--- src/rtl/jk_seq_pkg.sv ---
// jk_seq_pkg: op codes, FSM encoding and default sizes shared by the JK sequencer slice
package jk_seq_pkg;
  localparam int DEF_WIDTH = 4;
  localparam int DEF_CNT_W = 4;
  localparam logic [2:0] OP_NOP    = 3'd0;
  localparam logic [2:0] OP_CLEAR  = 3'd1;
  localparam logic [2:0] OP_SET    = 3'd2;
  localparam logic [2:0] OP_LOAD   = 3'd3;
  localparam logic [2:0] OP_TOGGLE = 3'd4;
  localparam logic [2:0] OP_COUNT  = 3'd5;
  localparam logic [2:0] OP_SHIFT  = 3'd6;
  typedef enum logic [1:0] {IDLE = 2'd0, EXEC = 2'd1, DONE = 2'd2} state_t;
  // COUNT and SHIFT run for Cmd_count edges; everything else is a single step
  function automatic logic is_multi(input logic [2:0] op);
    return op == OP_COUNT || op == OP_SHIFT;
  endfunction
endpackage

--- src/rtl/jk_reg_sequencer_if.sv ---
// jk_reg_sequencer_if: command handshake and bank status bundle
interface jk_reg_sequencer_if
  import jk_seq_pkg::*;
#(
  parameter int WIDTH = DEF_WIDTH,
  parameter int CNT_W = DEF_CNT_W
);
  logic             Cmd_valid;
  logic             Cmd_ready;
  logic [2:0]       Cmd_op;
  logic [WIDTH-1:0] Cmd_data;
  logic [CNT_W-1:0] Cmd_count;
  logic [WIDTH-1:0] Q;
  logic             Busy;
  logic             Done;
  logic             Ovf;
  modport master (
    output Cmd_valid, Cmd_op, Cmd_data, Cmd_count,
    input  Cmd_ready, Q, Busy, Done, Ovf
  );
  modport slave (
    input  Cmd_valid, Cmd_op, Cmd_data, Cmd_count,
    output Cmd_ready, Q, Busy, Done, Ovf
  );
endinterface

--- src/rtl/jk_cell.sv ---
// jk_cell: single falling-edge JK flip-flop with asynchronous active-high reset to 0
module jk_cell (
  input  logic CLK,
  input  logic Reset,
  input  logic j,
  input  logic k,
  output logic q
);
  // hold on 00, reset on 01, set on 10, toggle on 11
  always_ff @(negedge CLK or posedge Reset)
    if (Reset) q <= 1'b0;
    else q <= (j & ~q) | (~k & q);
endmodule

--- src/rtl/jk_reg_sequencer.sv ---
// jk_reg_sequencer: command-driven J/K sequencer over a bank of jk_cell; JK_SEQ_SATURATE_EN makes COUNT saturate and flag Ovf
module jk_reg_sequencer
  import jk_seq_pkg::*;
#(
  parameter int WIDTH = DEF_WIDTH,
  parameter int CNT_W = DEF_CNT_W
) (
  input logic CLK,
  input logic Reset,
  jk_reg_sequencer_if.slave bus
);
  state_t state, nxt;
  logic [2:0] op;
  logic [WIDTH-1:0] data, q, j, k, carry;
  logic [CNT_W-1:0] rem;
  logic accept, zero_cnt, sat, run;
  assign accept = state == IDLE && bus.Cmd_valid;
  assign zero_cnt = is_multi(bus.Cmd_op) && bus.Cmd_count == '0;
  // state register, falling edge
  always_ff @(negedge CLK or posedge Reset)
    if (Reset) state <= IDLE;
    else state <= nxt;
  // next state: zero-count multi-step commands skip straight to DONE
  always_comb
    nxt = state == IDLE ? (bus.Cmd_valid ? (zero_cnt ? DONE : EXEC) : IDLE) :
          state == EXEC ? (rem == CNT_W'(1) ? DONE : EXEC) : IDLE;
  // command capture on the accept edge; remaining steps count down during EXEC
  always_ff @(negedge CLK or posedge Reset)
    if (Reset) begin
      op <= OP_NOP;
      data <= '0;
      rem <= '0;
    end else if (accept) begin
      op <= bus.Cmd_op;
      data <= bus.Cmd_data;
      rem <= is_multi(bus.Cmd_op) ? bus.Cmd_count : CNT_W'(1);
    end else if (state == EXEC) rem <= rem - CNT_W'(1);
  // up-count toggle enables: bit i toggles when all lower bits are ones
  always_comb begin
    carry = '0;
    run = 1'b1;
    for (int i = 0; i < WIDTH; i++) begin
      carry[i] = run;
      run = run & q[i];
    end
  end
`ifdef JK_SEQ_SATURATE_EN
  logic ovf;
  assign sat = op == OP_COUNT && &q;
  // overflow flag: cleared by a new accept, set by a saturated COUNT step
  always_ff @(negedge CLK or posedge Reset)
    if (Reset) ovf <= 1'b0;
    else if (accept) ovf <= 1'b0;
    else if (state == EXEC && sat) ovf <= 1'b1;
  assign bus.Ovf = ovf;
`else
  assign sat = 1'b0;
  assign bus.Ovf = 1'b0;
`endif
  // J/K decode: only EXEC drives the bank, all other states hold
  always_comb begin
    j = '0;
    k = '0;
    if (state == EXEC && !sat)
      case (op)
        OP_CLEAR: k = '1;
        OP_SET: j = '1;
        OP_LOAD: begin
          j = data;
          k = ~data;
        end
        OP_TOGGLE: begin
          j = data;
          k = data;
        end
        OP_COUNT: begin
          j = carry;
          k = carry;
        end
        OP_SHIFT: begin
          j = {q[WIDTH-2:0], 1'b0};
          k = ~{q[WIDTH-2:0], 1'b0};
        end
        default: ;
      endcase
  end
  for (genvar g = 0; g < WIDTH; g++) begin : g_cell
    jk_cell u_cell (.CLK(CLK), .Reset(Reset), .j(j[g]), .k(k[g]), .q(q[g]));
  end
  // status decoded from registered state only
  always_comb begin
    bus.Cmd_ready = state == IDLE;
    bus.Busy = state == EXEC;
    bus.Done = state == DONE;
    bus.Q = q;
  end
endmodule

--- src/flat_wrapper.sv ---
// flat-port wrapper written by rule: the top's interface ports become plain ports
module jk_reg_sequencer_flat import jk_seq_pkg::*;
#(
  parameter int WIDTH = DEF_WIDTH,
  parameter int CNT_W = DEF_CNT_W
)
  (CLK, Reset, bus_Cmd_valid, bus_Cmd_op, bus_Cmd_data, bus_Cmd_count, bus_Cmd_ready, bus_Q, bus_Busy, bus_Done, bus_Ovf);
  jk_reg_sequencer_if #(.WIDTH(WIDTH), .CNT_W(CNT_W)) bus_i ();
  input logic CLK;
  input logic Reset;
  input wire logic [$bits(bus_i.Cmd_valid)-1:0] bus_Cmd_valid;
  input wire logic [$bits(bus_i.Cmd_op)-1:0] bus_Cmd_op;
  input wire logic [$bits(bus_i.Cmd_data)-1:0] bus_Cmd_data;
  input wire logic [$bits(bus_i.Cmd_count)-1:0] bus_Cmd_count;
  output wire logic [$bits(bus_i.Cmd_ready)-1:0] bus_Cmd_ready;
  output wire logic [$bits(bus_i.Q)-1:0] bus_Q;
  output wire logic [$bits(bus_i.Busy)-1:0] bus_Busy;
  output wire logic [$bits(bus_i.Done)-1:0] bus_Done;
  output wire logic [$bits(bus_i.Ovf)-1:0] bus_Ovf;
  assign bus_i.Cmd_valid = bus_Cmd_valid;
  assign bus_i.Cmd_op = bus_Cmd_op;
  assign bus_i.Cmd_data = bus_Cmd_data;
  assign bus_i.Cmd_count = bus_Cmd_count;
  assign bus_Cmd_ready = bus_i.Cmd_ready;
  assign bus_Q = bus_i.Q;
  assign bus_Busy = bus_i.Busy;
  assign bus_Done = bus_i.Done;
  assign bus_Ovf = bus_i.Ovf;
  jk_reg_sequencer #(.WIDTH(WIDTH), .CNT_W(CNT_W)) u_core (.CLK(CLK), .Reset(Reset), .bus(bus_i));
endmodule
--- config.mk ---
export PLATFORM = sky130hd
export DESIGN_NAME = jk_reg_sequencer_flat
export DESIGN_NICKNAME = d
export VERILOG_FILES = /design/src/rtl/jk_seq_pkg.sv /design/src/rtl/jk_reg_sequencer_if.sv /design/src/rtl/jk_cell.sv /design/src/rtl/jk_reg_sequencer.sv /design/src/flat_wrapper.sv
export SDC_FILE = /design/constraint.sdc
export NUM_CORES = 1
export LEC_CHECK = 0
export ABC_AREA = 1
export ABC_CLOCK_PERIOD_IN_PS = 3100
export CAP_MARGIN = 20
export CORE_MARGIN = 2
export CORE_UTILIZATION = 54
export CTS_BUF_LIST = sky130_fd_sc_hd__clkbuf_4 sky130_fd_sc_hd__clkbuf_8 sky130_fd_sc_hd__clkbuf_16
export CTS_CLUSTER_DIAMETER = 80
export DETAILED_ROUTE_END_ITERATION = 16
export GPL_TIMING_DRIVEN = 0
export PLACE_DENSITY = 0.87
export SLEW_MARGIN = 5
export SYNTH_ARGS = -nofsm -noshare
export SYNTH_HDL_FRONTEND = slang
export SYNTH_SLANG_ARGS = --single-unit
--- constraint.sdc ---
create_clock -name CLK -period 3.1 [get_ports CLK]
set_clock_uncertainty 0.05 [all_clocks]
set_input_delay 0.465 -clock CLK [delete_from_list [all_inputs] [get_ports CLK]]
set_output_delay 0.465 -clock CLK [all_outputs]
set_load 0.02 [all_outputs]
# Word-level counts from Yosys, hierarchy flattened
# Cells that the tools add are included.
dict set report totals {
  regBits 17
  output_inout_bits 8
  word_cells 63
}
dict set report op_classes {
  add_sub_neg 1
  eq_ne 11
  muxes 12
  bitwise_logic 24
  n_reduce_logical 7
}
# operator n
set op_table {}
lappend op_table {{$mux 4} 5}
lappend op_table {{$pmux 4 s5} 1}
lappend op_table {{$pmux 4 s4} 1}
lappend op_table {{$eq 3x3->1 const B} 5}
lappend op_table {{$and 1x1->1} 10}
lappend op_table {{$mux 2} 5}
lappend op_table {{$not 1->1} 8}
lappend op_table {{$not 4->4} 2}
lappend op_table {{$eq 3x2->1 const B} 2}
lappend op_table {{$eq 4x1->1 const B} 1}
lappend op_table {{$logic_not 4->1} 1}
lappend op_table {{$or 1x1->1} 4}
lappend op_table {{$sub 4x1->4 const B} 1}
lappend op_table {{$eq 3x1->1 const B} 1}
lappend op_table {{$eq 2x1->1 const B} 1}
lappend op_table {{$eq 2x2->1 const B} 1}
lappend op_table {{$logic_and 1x1->1} 2}
lappend op_table {{$logic_not 2->1} 1}
lappend op_table {{$reduce_bool 2->1} 1}
lappend op_table {{$reduce_or 2->1} 1}
lappend op_table {{$logic_or 1x1->1} 1}

# Longest topological paths before layout
dict set report logic_depth {
  ltp_word 7
  depth_mapped 8
  ltp_nobuf 8
}

# Modules after synthesis
# A second synthesis with hierarchy kept.
dict set report hier_totals {
  cells_unflattened 177
  hier_area_um2 1169.9
}
# mod instances cells_each area_each_um2 seq_area_each_um2
set by_module_without_submodules {}
lappend by_module_without_submodules {jk_reg_sequencer 1 149 979.7 325.3}
lappend by_module_without_submodules {jk_cell 4 7 47.5 25.0}

==> flow_summary_export.csv <==
group,metric,value,unit
run_status,status,"finished with violations",
run_status,violations,"setup timing",
timing,rsz0062_at_grt,"true",
cells_and_area,drive_gt1_share,22.4,%
logic_synthesis,synth_nets,178,
cells_and_area,area_delta_synth_final,27.1,%
die,dieWidth,49.8,um
power_and_ir_drop,leakage,0.734,nW
logic_synthesis,synth_area,1130,um2
clock_network,cts_made_buffers,3,
logic_synthesis,synthXorXnorAreaFrac,0.773,%
worst_setup_path,rr_endpoint,"u_core.data[2]",
worst_setup_path,cp_max_fo,2,
route,viasPerCell,5.29,
worst_setup_path,crit_type,"reg2out",
power_and_ir_drop,total_power,1.50,mW
timing,hold_slack,459,ps
logic_synthesis,synth_top_family_by_area,"simple AND/OR/NAND/NOR gates",
cells_and_area,multiInputGateArea,573,um2
cells_and_area,nets,209,
die,pin_count,22,
power_and_ir_drop,ir_drop,0.000631,V
global_route,grtUsageTotal,22.5,%
timing,finalHoldViolations,0,
clock_network,cts_buffer_depth,2,
route,wl_per_cell,12.1,um
worst_setup_path,crit_chain,"buf_6, nor2_2, buf_6",
worst_setup_path,critPathCaptureType,"primary output",
clock_network,insertion_delay,300,ps
place,gp_congestion,0.907,
power_and_ir_drop,p_seq_share,29.2,%
logic_synthesis,yosysSeqAreaShare,37.6,%
logic_synthesis,synthSimpleGateAreaFrac,32.3,%
timing,setup_viol,3,
logic_synthesis,synth_mux_area_share,0,%
die,num_rows,16,
cells_and_area,seqCellArea,425,um2
route,first_iter_violations,33,
power_and_ir_drop,power.switching,0.717,mW
global_route,met2_usage,40.0,%
clock_network,cts_tree,"done",
global_route,grt_max_degree,18,
place,hpwlAfterDp,1940,um
die,core,1960,um2
logic_synthesis,syn_inst,162,
cells_and_area,diodes,0,
logic_synthesis,syn_area_per_cell,6.99,um2
worst_setup_path,worst-endpoint-arrival,2640,ps
worst_setup_path,slowest_stage,"dfrtn_1",
power_and_ir_drop,p_comb_share,62.0,%
logic_synthesis,ys_types,23,
die,die_area,2480,um2
global_route,antenna_found_initial,0,
logic_synthesis,yosysWarnings,0,
global_route,met3_usage,3.33,%
worst_setup_path,worst_r2r_path_depth,6,
timing,setup_slack,-55.9,ps
worst_setup_path,rrSetupSlack,1680,ps
cells_and_area,fill_cells,172,
route,wirelength,2640,um
power_and_ir_drop,power_density,1040,nW/um2
timing,slew-limit-headroom,56.7,%
worst_setup_path,worstPathRequired,2580,ps
die,die_y,49.8,um
timing,drv_slew,0,
place,placedInstanceArea,1370,um2
clock_network,clk_root_buffer_cell,"clkbuf_4",
place,port-buffer-count,20,
route,vias,1158,
cells_and_area,final_util,73.3,%
worst_setup_path,endpoint,"bus_Cmd_ready",
global_route,grt-ovfl-total,0,
global_route,grt.busiest_layer,"met2",
worst_setup_path,cp_slowest_stage_delay,390,ps
route,dr.pass1.iters,4,
logic_synthesis,synth-compound-area-share,14.4,%
clock_network,holdBufCountCts,0,
logic_synthesis,synth_fa_ha_area_share,2.21,%
global_route,grt_pass1_wl,4370,um
clock_network,cts_num_sinks,17,
worst_setup_path,crit_path_start_kind,"register",
worst_setup_path,cpMostUsedCell,"buf_6",
power_and_ir_drop,switching_share,47.9,%
worst_setup_path,crit_start,"u_core.state[0]",
power_and_ir_drop,p_int,0.781,mW
global_route,grt_use_met1,28.0,%
cells_and_area,final_common_cell,"nand2_1",
logic_synthesis,ys_ff_latch,17,
route,drc,0,
cells_and_area,final_area,1440,um2
route,ant_nets,0,
global_route,first_global_vias,1060,
power_and_ir_drop,clockPowerShare,8.8,%
clock_network,cts-htree-levels,1,
worst_setup_path,reg2reg_from,"u_core.state[0]",
min_path,holdCritPathClass,"reg2reg",
timing,tightest_slew,649,ps
clock_network,clkTransAtPathRegs,70,ps
flow_run,max_cap_violations,0,
cells_and_area,layout_common_cells,"nand2_1 (45), nand3_1 (17), dfrtn_1 (17)",
die,initial_utilization,57.7,%
==> critical path, delay by kind of cell, from the launching register on <==
kind	cells	cell delay [ps]
flip-flops	1	390
buffers and inverters	2	280
AND/OR/NAND/NOR	1	130
==> cell usage after synthesis <==
cell / count / share of area (%)
o21ai_2: 1 / 0.77
inv_2: 4 / 1.3
a21oi_1: 3 / 1.3
inv_1: 17 / 5.6
a31oi_1: 1 / 0.55
nand2_2: 5 / 2.8
xor2_1: 1 / 0.77
o21ai_0: 13 / 5.7
nand4_1: 2 / 1.1
nor2_1: 5 / 1.7
a21o_1: 1 / 0.66
dfrtn_1: 17 / 38
conb_1: 1 / 0.33
ha_1: 2 / 2.2
buf_6: 1 / 0.99
buf_4: 6 / 4.0
inv_4: 1 / 0.55
nand2_1: 45 / 15
nor2_4: 1 / 0.99
nor4_1: 1 / 0.55
nor2_2: 5 / 2.8
o21ai_1: 12 / 5.3
nand3_1: 17 / 7.5
==> sequential cells by signal, indices dropped and copies added, names as in the netlist <==
| signal | cells |
|---|---|
| u_core.g_cell.u_cell.q | 4 |
| u_core.rem | 4 |
| u_core.op | 3 |
| u_core.data | 4 |
| u_core.state | 2 |
==> kinds of logic (layout without fill, tap and decap cells) <==
family / Yosys count / in the layout
AO/OA/AOI/OAI: 31 / 31
buffers and inverters: 29 / 59
XOR/XNOR: 1 / 1
other: 1 / 1
adder cells (fa/ha/maj): 2 / 2
flip-flops: 17 / 17
AND/OR/NAND/NOR: 81 / 81
==> layer usage <==
layer / part of all wire [%] / up-vias
met2: 50 / 32
li1: - / 577
met3: 5.1 / 2
met4: 0.76 / 0
met5: 0 / -
met1: 44 / 547
==> metrics by stage <==
stage	cells	setup WS, ps	setup TNS (ps)
4_1_cts	219	-34.0	-93.2
3_5_place_dp	209	-301	-2300
6_report	219	-55.9	-112
3_3_place_gp	209	-283	-1940
5_1_grt	219	-96.6	-255
2_1_floorplan	162	292	0
==> repair_timing <==
action                                  CTS  global route
pin swaps                                 1             1
resized for setup                        37             2
buffers inserted                          6             0
endpoints found under the setup margin    7             3
==> power groups by stage <==
stage               Combinational [mW]  Clock, mW  Sequential (mW)
floorplan                        0.619          0            0.428
global placement                 0.800          0            0.443
detailed placement               0.837          0            0.452
CTS                              0.914      0.131            0.433
global route                      1.03      0.142            0.451
finish                           0.929      0.132            0.437
==> final cells by class <==
class | instances | area share, %
Buffer | 7 | 3.91
Clock buffer | 4 | 2.09
Inverter | 22 | 6.09
Multi-Input combinational cell | 116 | 39.8
Sequential cell | 17 | 29.6
Tap cell | 27 | 2.35
Timing Repair Buffer | 26 | 16.2
==> worst min path at each step <==
stage | cells past startpoint | startpoint | endpoint
after floorplan | 2 | u_core.g_cell[3].u_cell.q | u_core.g_cell[3].u_cell.q
after global placement | 2 | u_core.g_cell[3].u_cell.q | u_core.g_cell[3].u_cell.q
after detailed placement | 2 | u_core.g_cell[3].u_cell.q | u_core.g_cell[3].u_cell.q
after CTS | 2 | u_core.rem[1] | u_core.rem[1]
after global routing | 2 | u_core.data[1] | u_core.data[1]
final | 2 | u_core.data[1] | u_core.data[1]
Power figures use the tool's default switching activity.
